$ cat src/rtl/result_uart_tx.sv
// result_uart_tx: serialises the NUM_CHARS-byte ASCII display string as 8N1 UART
// frames, first character = top byte, each byte LSB first, frames back to back.
// A null byte goes out as a space. Defining CRLF_APPEND_EN appends 0x0D, 0x0A
// frames after the last display character.
module result_uart_tx #(
    parameter int unsigned CLK_HZ    = 100000000,
    parameter int unsigned BAUD      = 115200,
    parameter int unsigned NUM_CHARS = 5
) (
    input  logic                   clk,
    input  logic                   reset,
    input  logic [8*NUM_CHARS-1:0] display,
    input  logic                   send,
    output logic                   busy,
    output logic                   done,
    output logic                   tx
);

    localparam int unsigned CLKS_PER_BIT = CLK_HZ / BAUD;

`ifdef CRLF_APPEND_EN
    localparam int unsigned NumFrames = NUM_CHARS + 2;
`else
    localparam int unsigned NumFrames = NUM_CHARS;
`endif

    localparam int unsigned BufW  = 8 * NumFrames;
    localparam int unsigned CntW  = (CLKS_PER_BIT > 1) ? $clog2(CLKS_PER_BIT) : 1;
    localparam int unsigned CharW = (NumFrames > 1) ? $clog2(NumFrames) : 1;

    localparam logic [CntW-1:0]  CntLast  = CntW'(CLKS_PER_BIT - 1);
    localparam logic [CharW-1:0] CharLast = CharW'(NumFrames - 1);

    typedef enum logic [1:0] {
        StIdle,
        StStart,
        StData,
        StStop
    } state_e;

    state_e           state_q, state_d;
    logic [CntW-1:0]  cnt_q, cnt_d;
    logic [2:0]       bit_q, bit_d;
    logic [CharW-1:0] char_q, char_d;
    logic [BufW-1:0]  buf_q, buf_d;
    logic             tx_q, tx_d;
    logic             busy_q, busy_d;
    logic             done_q, done_d;

    logic [BufW-1:0]  msg;
    logic [7:0]       cur_raw;
    logic [7:0]       cur_byte;
    logic [2:0]       bit_next;
    logic             bit_end;

    // Message image captured at acceptance; the trailer frames ride along in the
    // same shift buffer so every frame is handled identically.
`ifdef CRLF_APPEND_EN
    assign msg = {display, 8'h0D, 8'h0A};
`else
    assign msg = display;
`endif

    // Character currently on the wire is always the top byte of the shift buffer.
    assign cur_raw  = buf_q[BufW-1 -: 8];
    assign cur_byte = (cur_raw == 8'h00) ? 8'h20 : cur_raw;
    assign bit_end  = (cnt_q == CntLast);
    assign bit_next = bit_q + 3'd1;

    // Next-state logic: baud timing, bit/char sequencing and the registered line value.
    always_comb begin
        state_d = state_q;
        cnt_d   = cnt_q;
        bit_d   = bit_q;
        char_d  = char_q;
        buf_d   = buf_q;
        tx_d    = tx_q;
        busy_d  = busy_q;
        done_d  = 1'b0;

        unique case (state_q)
            StIdle: begin
                tx_d   = 1'b1;
                busy_d = 1'b0;
                cnt_d  = '0;
                bit_d  = '0;
                if (send) begin
                    buf_d   = msg;
                    char_d  = '0;
                    state_d = StStart;
                    // Start bit goes out on the accepting edge itself.
                    tx_d    = 1'b0;
                    busy_d  = 1'b1;
                end
            end

            StStart: begin
                if (bit_end) begin
                    cnt_d   = '0;
                    bit_d   = '0;
                    state_d = StData;
                    tx_d    = cur_byte[0];
                end else begin
                    cnt_d = cnt_q + 1'b1;
                end
            end

            StData: begin
                if (bit_end) begin
                    cnt_d = '0;
                    if (bit_q == 3'd7) begin
                        state_d = StStop;
                        tx_d    = 1'b1;
                    end else begin
                        bit_d = bit_next;
                        tx_d  = cur_byte[bit_next];
                    end
                end else begin
                    cnt_d = cnt_q + 1'b1;
                end
            end

            StStop: begin
                if (bit_end) begin
                    cnt_d = '0;
                    if (char_q == CharLast) begin
                        // A send seen on this edge is dropped: we are not in idle yet.
                        state_d = StIdle;
                        tx_d    = 1'b1;
                        busy_d  = 1'b0;
                        done_d  = 1'b1;
                    end else begin
                        // Next frame follows with no idle gap.
                        char_d  = char_q + 1'b1;
                        buf_d   = buf_q << 8;
                        state_d = StStart;
                        tx_d    = 1'b0;
                    end
                end else begin
                    cnt_d = cnt_q + 1'b1;
                end
            end

            default: begin
                state_d = StIdle;
                tx_d    = 1'b1;
                busy_d  = 1'b0;
            end
        endcase
    end

    // State register; reset abandons any frame in flight without a done pulse.
    always_ff @(posedge clk) begin
        if (reset) begin
            state_q <= StIdle;
            cnt_q   <= '0;
            bit_q   <= '0;
            char_q  <= '0;
            buf_q   <= '0;
            tx_q    <= 1'b1;
            busy_q  <= 1'b0;
            done_q  <= 1'b0;
        end else begin
            state_q <= state_d;
            cnt_q   <= cnt_d;
            bit_q   <= bit_d;
            char_q  <= char_d;
            buf_q   <= buf_d;
            tx_q    <= tx_d;
            busy_q  <= busy_d;
            done_q  <= done_d;
        end
    end

    assign tx   = tx_q;
    assign busy = busy_q;
    assign done = done_q;

endmodule

$ cat config.mk
export PLATFORM = sky130hd
export DESIGN_NAME = result_uart_tx
export DESIGN_NICKNAME = d
export VERILOG_FILES = /design/src/rtl/result_uart_tx.sv
export SDC_FILE = /design/constraint.sdc
export NUM_CORES = 1
export LEC_CHECK = 0
export BUFFER_PORTS_ARGS = -buffer_cell sky130_fd_sc_hd__buf_2
export CAP_MARGIN = 20
export CORE_UTILIZATION = 30
export CTS_BUF_LIST = sky130_fd_sc_hd__clkbuf_4 sky130_fd_sc_hd__clkbuf_8
export CTS_CLUSTER_SIZE = 24
export DETAILED_ROUTE_END_ITERATION = 10
export PLACE_DENSITY = 0.5
export REMOVE_ABC_BUFFERS = 1
export SLEW_MARGIN = 30
export SYNTH_ARGS = -nofsm -noshare
export SYNTH_HDL_FRONTEND = slang
export SYNTH_SLANG_ARGS = --single-unit
$ cat constraint.sdc
create_clock -name clk -period 2.6 [get_ports clk]
set_input_delay 0.39 -clock clk [delete_from_list [all_inputs] [get_ports clk]]
set_output_delay 0.39 -clock clk [all_outputs]
set_load 0.1 [all_outputs]
# Yosys cells after proc, flatten, opt, wreduce, memory -nomap -nowiden
# Index checks and enable logic that the tools add are counted.
word_totals:
  input_bits: 43
  output_inout_bits: 3
  register_bits: 61
op_classes:
  mux: 35
  addsub: 3
  n_bitwise: 2
  reduce_logical: 11
  eq_ne: 14
  magnitude_cmp: 1
ops:
  columns: ["cell", "n"]
  rows:
  - ["2-to-1 mux 40 bit", 3]
  - ["one-hot mux 40 bit (2 select lines)", 1]
  - ["one-hot mux 10 bit (2 select lines)", 1]
  - ["2-to-1 mux 3 bit", 6]
  - ["!= test 2 bit, second input constant", 8]
  - ["2-to-1 mux 1 bit", 11]
  - ["adder 10 x 1 -> 10 bit, second input constant", 1]
  - ["equality test 10 bit, second input constant", 1]
  - ["2-to-1 mux 10 bit", 1]
  - ["2-to-1 mux 2 bit", 5]
  - ["one-hot mux 3 bit (3 select lines)", 1]
  - ["logical NOT 8 bit", 1]
  - ["2-to-1 mux 8 bit", 1]
  - ["one-hot mux 2 bit (4 select lines)", 1]
  - ["AND reduction 4 bit", 2]
  - ["adder 3 x 1 -> 3 bit, second input constant", 2]
  - ["equality test 3 bit, second input constant", 2]
  - ["one-hot mux 3 bit (2 select lines)", 1]
  - ["AND reduction 3 bit", 2]
  - ["OR reduction 3 bit", 2]
  - ["AND reduction 5 bit", 1]
  - ["equality test 2 bit, second input constant", 2]
  - ["< comparator 3 x 4 -> 1 bit, second input constant", 1]
  - ["one-hot mux 1 bit (4 select lines)", 1]
  - ["7 further kinds", 8]

# Longest topological paths before layout
# Gate-level depths: netlist (run 1).
depth:
  word_depth: 7
  ltp_mapped: 9
  mapped_depth_nobuf: 6

# Worst setup path before layout (run 1)
# OpenSTA, ideal clock, no wires.
synth_path:
  path_type: "reg-to-reg"
  from: "reg cnt_q[0]"
  to: "reg buf_q[0]"
  path_slack_ns: 0.457
  period_less_slack_ns: 2.143
  stages_incl_launch_ff: 7
  t_arrival_ns: 2.026
  path_cell_list: "dfxtp_1 ha_1 or3b_1 buf_2 o41ai_4 a21oi_2 a22o_1"
synth_via:
  elab_chain_cells: 3
synth_rtl:
  columns: ["element", "line", "source"]
  rows:
  - ["from (decl)", "42", "logic [CntW-1:0] cnt_q, cnt_d;"]
  - ["from (signal assigned)", "165", "cnt_q <= cnt_d;"]
  - ["equality test 10 bit", "67", "assign bit_end = (cnt_q == CntLast);"]
  - ["!= test 2 bit (no source line)", null, null]
  - ["AND reduction 4 bit (no source line)", null, null]
  - ["to (signal assigned)", "168", "buf_q <= buf_d;"]
  - ["to (decl)", "45", "logic [BufW-1:0] buf_q, buf_d;"]
# Every way passes these cells.
# A chain may end at the register's enable or synchronous reset.

# Worst setup path after layout (run 1)
# Same ends and word-level chain as after synthesis.

==> flow_metrics.tcl, run 1 <==
set metrics [dict create \
    cp-endpoint "buf_q[0]" \
    ys.warnings.count 0 \
    startpoint "cnt_q[0]" \
    drv_cap 0 \
    cts_made_buffers 9 \
    syn_inst 306 \
    hold_path.class "input port to register" \
    grt_pass1_vias 2387 \
    outcome "complete, no violations" \
    nets 398 \
    critPathSlowestCell "or3b_1" \
    ios 46 \
    root_buffer "clkbuf_8" \
    synth_ff_type "dfxtp_1" \
    core_area_um2 9910 \
    rows 36 \
    grt_pass1_wl_um 11700 \
    dieArea_um2 10800 \
    whs_ns 0.242 \
    reg2reg_to "buf_q[0]" \
    crit_fanout 35 \
    start_kind "register" \
    routedWlPerCell_um 14.5 \
    clk_pin_slew_ns 0.08 \
    io_buffers 45 \
    dr.pass1.iters 4 \
    grt_max_degree 36 \
    p_sw_uw 1630 \
    fin_crit_sh_pct 89.2 \
    ant_nets 0 \
    hold_viol 0 \
    fp.dieW_um 104 \
    hpwl_um 4730 \
    critPathBufInv 1 \
    route.vias.total 2420 \
    p_clk_share_pct 21.2 \
    grt_setup_unrepaired "false" \
    powerDensity_nw_per_um2 1110 \
    fin_crit_ns 2.32 \
    cp.depth 6 \
    synth-async-reset-ratio_pct 0 \
    cts.sinks 61 \
    p_int_uw 2430 \
    ys_ff_latch 61 \
    ir_worst_vdd_v 0.000326 \
    drc 0 \
    ys_types 49 \
    worstPathRequired_ns 2.84 \
    fin_worst_skew_ns 0.0113 \
    synth_edf_count 0 \
    worst_slew_pin_slew_ns 0.659 \
    arrival_ns 2.56 \
    cts_hold_buf 0 \
    comb_power_share_pct 42.9 \
    vias_per_cell 5.01 \
    register_area_um2 1220 \
    multi_input_area_um2 1740 \
    cts_setup_buffers 0 \
    cts_resized 0 \
    antennaDiodeCount 0 \
    cts_tree "built" \
    setup_viol 0 \
    max_freq_mhz 431 \
    h-tree-depth 3 \
    sequentialPowerShare_pct 36.0 \
    worstSkewPairLatency_ns 0.35 \
    ys_seq_area_share_pct 39.2 \
    slew_headroom_pct 55.6 \
    n_fill_cell 1044 \
    cp-end-kind "register" \
    crit_family "compound AO/OA/AOI/OAI gates" \
    drt_iter0_markers 109 \
    report.final.slew_viol_count 0 \
    gp_congestion 0.746 \
    slowest_delay_ns 0.52 \
    power_uw 4070 \
    grt_overflow_total 0 \
    die_y_um 104 \
    grt_use_total_pct 13.6 \
    synthesis.area_um2 3110 \
    crit_type "register to register" \
    antenna_found_initial 0 \
    power.leakage_uw 0.00129 \
    initial_core_util_pct 31.4 \
    r2r_cells 6 \
    tns_ns 0 \
    r2r-start "cnt_q[0]" \
    area_delta_synth_final_pct 18.0 \
    r2r_slack_ns 0.28 \
    switching_share_pct 40.1 \
    clockBufferDepth 2 \
    wl_um 7000 \
    synth_area_per_cell_um2 10.2 \
    drive_above_1_share_pct 30.3 \
    worstPathCellList "ha_1 > or3b_1 > o41ai_4 > buf_12 > a21oi_2 > a22o_1" \
]
routing by layer:
| layer | track usage (%) | up-vias | part of all wire, % |
|---|---|---|---|
| met5 | 0 | - | 0 |
| met4 | 6.73 | 0 | 2.1 |
| met3 | 2.94 | 12 | 3.8 |
| met2 | 21.4 | 51 | 45 |
| met1 | 17.6 | 1131 | 49 |
| li1 | - | 1226 | - |
how the worst min path moves through the flow:
stage / slack, ns / from / endpoint / cells past startpoint
2_1_floorplan: 0.43 / cnt_q[0] / cnt_q[0] / 1
3_3_place_gp: 0.44 / cnt_q[0] / cnt_q[0] / 1
3_5_place_dp: 0.45 / cnt_q[0] / cnt_q[0] / 1
4_1_cts: 0.23 / display[4] / buf_q[4] / 2
5_1_grt: 0.24 / display[0] / buf_q[0] / 2
6_report: 0.24 / display[4] / buf_q[4] / 2
through the flow:
stage / worst slack [ns] / area, µm² / instances / utilization, %
finish: 0.280 / 3670 / 483 / 37.1
global route: 0.181 / 3670 / 483 / 37.1
CTS: 0.288 / 3670 / 483 / 37.1
detailed placement: 0.300 / 3470 / 467 / 35.1
global placement: 0.342 / 3470 / 467 / 35.1
floorplan: -1.14 / 2980 / 282 / -
placed cells by master (no fill, tap or decap), types with 8 or more instances in the layout:
cell	count
nand2_1	8
inv_1	9
buf_2	45
clkbuf_8	9
dfxtp_1	61
a21oi_1	38
nor2_1	12
a211oi_2	28
a22o_1	11
ha_1	9
mux2i_1	34
nand3_1	8
power groups by stage:
stage / combinational [µW] / clock [µW] / sequential (µW)
3_5_place_dp: 1740 / 0 / 1480
6_report: 1740 / 861 / 1460
3_3_place_gp: 1730 / 0 / 1480
5_1_grt: 1930 / 917 / 1510
4_1_cts: 1750 / 887 / 1470
2_1_floorplan: 1230 / 0 / 1500
kinds of logic (layout without fill, tap and decap cells):
kind of cell | count (synthesis) | count (layout) | share of synthesized area [%]
AO/OA/AOI/OAI | 103 | 103 | 27.5
flip-flops | 61 | 61 | 39.2
AND/OR/NAND/NOR | 54 | 54 | 9.40
multiplexers | 37 | 37 | 12.4
buffers and inverters | 33 | 77 | 5.26
adder cells (fa/ha/maj) | 10 | 10 | 4.02
XOR/XNOR | 8 | 8 | 2.25
sequential cells by signal, indices dropped and copies added (netlist names):
signal / cells
state_q: 2
buf_q: 40
tx: 1
char_q: 3
cnt_q: 10
done: 1
busy: 1
bit_q: 3
cell usage after synthesis, drive strengths merged (2+ instances only):
cell	number	share of area (%)
and3	2	0.40
buf	13	2.9
nand3b	2	0.48
a211oi	33	12
nor3	4	0.64
clkbuf	11	1.3
nand2b	3	0.60
ha	10	4.0
xnor2	6	1.7
mux2	2	0.72
o21ai	3	0.48
a21oi	39	6.4
xor2	2	0.56
or3	2	0.40
o221ai	2	0.56
a22o	11	3.1
a31oi	2	0.40
dfxtp	61	39
nor2	13	1.6
nand3	8	1.3
nor4	4	1.0
or2	2	0.40
o41ai	2	1.2
o31ai	3	0.72
nand2	8	0.96
inv	9	1.1
o21a	2	0.48
mux2i	34	11
area by class of cell:
type	instances	area share, %
clock buffer	9	3.37
timing repair buffer	52	8.58
sequential	61	33.2
clock inverter	7	2.08
multi-input combinational	212	47.3
tap	133	4.53
inverter	9	0.920
Power figures use the tool's default switching activity.
==> inputs of run 2 (changes only) <==
--- a/config.mk
+++ b/config.mk
@@ -7,11 +7,11 @@
 export LEC_CHECK = 0
 export BUFFER_PORTS_ARGS = -buffer_cell sky130_fd_sc_hd__buf_2
 export CAP_MARGIN = 20
-export CORE_UTILIZATION = 30
+export CORE_UTILIZATION = 55
 export CTS_BUF_LIST = sky130_fd_sc_hd__clkbuf_4 sky130_fd_sc_hd__clkbuf_8
 export CTS_CLUSTER_SIZE = 24
 export DETAILED_ROUTE_END_ITERATION = 10
-export PLACE_DENSITY = 0.5
+export PLACE_DENSITY = 0.8
 export REMOVE_ABC_BUFFERS = 1
 export SLEW_MARGIN = 30
 export SYNTH_ARGS = -nofsm -noshare
==> flow_metrics.tcl, run 2 (synthesized netlist as in run 1, its figures left out) <==
set metrics [dict create \
    routedWlPerCell_um 15.8 \
    comb_power_share_pct 43.5 \
    fp.dieW_um 77.2 \
    grtUsageMet1_pct 31.3 \
    stdcell_area_um2 3610 \
    largest_reg_flops 40 \
    drc 0 \
    p_int_uw 2550 \
    antennaDiodeCount 0 \
    busiest_layer "met2" \
    fin_crit_ns 2.32 \
    hpwl_um 4390 \
    startpoint "cnt_q[0]" \
    reg2reg_to "buf_q[0]" \
    ios 46 \
    max_freq_mhz 431 \
    hold_start "display[4]" \
    gp_congestion 0.819 \
    use_met2_pct 37.4 \
    arrival_ns 2.54 \
    start_kind "register" \
    cts_tree "built" \
    worst_slew_pin_slew_ns 0.692 \
    mostFrequentLayoutCells "61 x dfxtp_1, 45 x buf_2, 38 x a21oi_1" \
    grt_pass1_vias 2532 \
    clk_pin_slew_ns 0.06 \
    grt_setup_unrepaired "false" \
    hold-path-cell-count 2 \
    io_buffers 45 \
    grt_overflow_total 0 \
    cts_made_buffers 9 \
    min_to "buf_q[4]" \
    cts.sinks 61 \
    drive_above_1_share_pct 30.3 \
    r2r_slack_ns 0.28 \
    grt_util_met3_pct 4.64 \
    rows 27 \
    cts_hold_buf 0 \
    antenna_found_initial 0 \
    crit_fanout 35 \
    p_clk_share_pct 20.9 \
    grt_pass1_wl_um 11400 \
    setup_viol 0 \
    clockBufferDepth 2 \
    hold_viol 0 \
    hold_path.class "input port to register" \
    cts_setup_buffers 0 \
    powerDensity_nw_per_um2 1150 \
    ant_nets 0 \
    die_y_um 77.2 \
    drv_cap 0 \
    nets 400 \
    sequentialPowerShare_pct 35.5 \
    cts_resized 0 \
    fin_worst_skew_ns 0.00820 \
    p_sw_uw 1610 \
    dieArea_um2 5970 \
    fin_crit_sh_pct 89.3 \
    dr.pass1.iters 4 \
    wl_um 6680 \
    grt_use_total_pct 24.1 \
    final_common_cell "dfxtp_1" \
    vias_per_cell 5.90 \
    power.leakage_uw 0.00131 \
    worstSkewPairLatency_ns 0.34 \
    core_area_um2 5470 \
    grt_max_degree 36 \
    place_area_um2 3410 \
    initial_core_util_pct 56.9 \
    report.final.slew_viol_count 0 \
    top_regs "buf_q (40), cnt_q (10)" \
    route.vias.total 2491 \
    ir_worst_vdd_v 0.000629 \
    cp-end-kind "register" \
    worstPathRequired_ns 2.82 \
    r2r_cells 6 \
    switching_share_pct 38.7 \
    area_delta_synth_final_pct 16.1 \
    crit_type "register to register" \
    outcome "complete, no violations" \
    tns_ns 0 \
    drt_iter0_markers 197 \
    slew_headroom_pct 53.4 \
    root_buffer "clkbuf_8" \
    regMostFlops "buf_q" \
    h-tree-depth 3 \
    r2r-start "cnt_q[0]" \
]
-- run 2: worst max-delay path, cell delays in order, from the launching register on --
cell and delay (ns):
dfxtp_1 0.37, ha_1 0.23, or3b_1 0.52, o41ai_4 0.42
buf_12 0.24, a21oi_2 0.15, a22o_1 0.28
-- run 2: cell type report --
type                       instances  area, µm²
clock inverter                     1       30.0
timing repair buffer              54        330
inverter                           9       33.8
sequential                        61       1220
multi-input combinational        212       1740
fill                             451       1860
clock buffer                      13        173
tap                               72       90.1
-- run 2: stage by stage --
stage          util [%]  worst slack, ns  std cells  hold slack (ns)  power [µW]
2_1_floorplan         -            -1.14        282            0.430        2730
3_3_place_gp       62.3            0.367        408            0.447        3200
3_5_place_dp       62.3            0.300        408            0.458        3270
4_1_cts            66.0            0.280        422            0.256        4150
5_1_grt            66.0            0.158        422            0.270        4400
6_report           66.0            0.278        422            0.261        4150
-- run 2: power by group through the flow --
stage | sequential [µW] | combinational [µW] | clock (µW)
2_1_floorplan | 1500 | 1230 | 0
3_3_place_gp | 1470 | 1730 | 0
3_5_place_dp | 1490 | 1780 | 0
4_1_cts | 1470 | 1800 | 876
5_1_grt | 1520 | 1960 | 925
6_report | 1480 | 1810 | 869
-- run 2: how the worst max path moves through the flow --
| stage | endpoint | slack (ns) | cells after the start |
|---|---|---|---|
| 4_1_cts | buf_q[0] | 0.28 | 6 |
| 2_1_floorplan | buf_q[13] | -1.14 | 4 |
| 3_5_place_dp | buf_q[0] | 0.30 | 6 |
| 5_1_grt | state_q[0] | 0.16 | 5 |
| 3_3_place_gp | buf_q[5] | 0.37 | 6 |
| 6_report | buf_q[0] | 0.28 | 6 |
-- run 2: per-layer routing --
metal	vias to the layer above	routed length [µm]
li1	1230	-
met1	1179	3100
met2	67	3100
met3	15	334
met4	0	145
met5	-	0
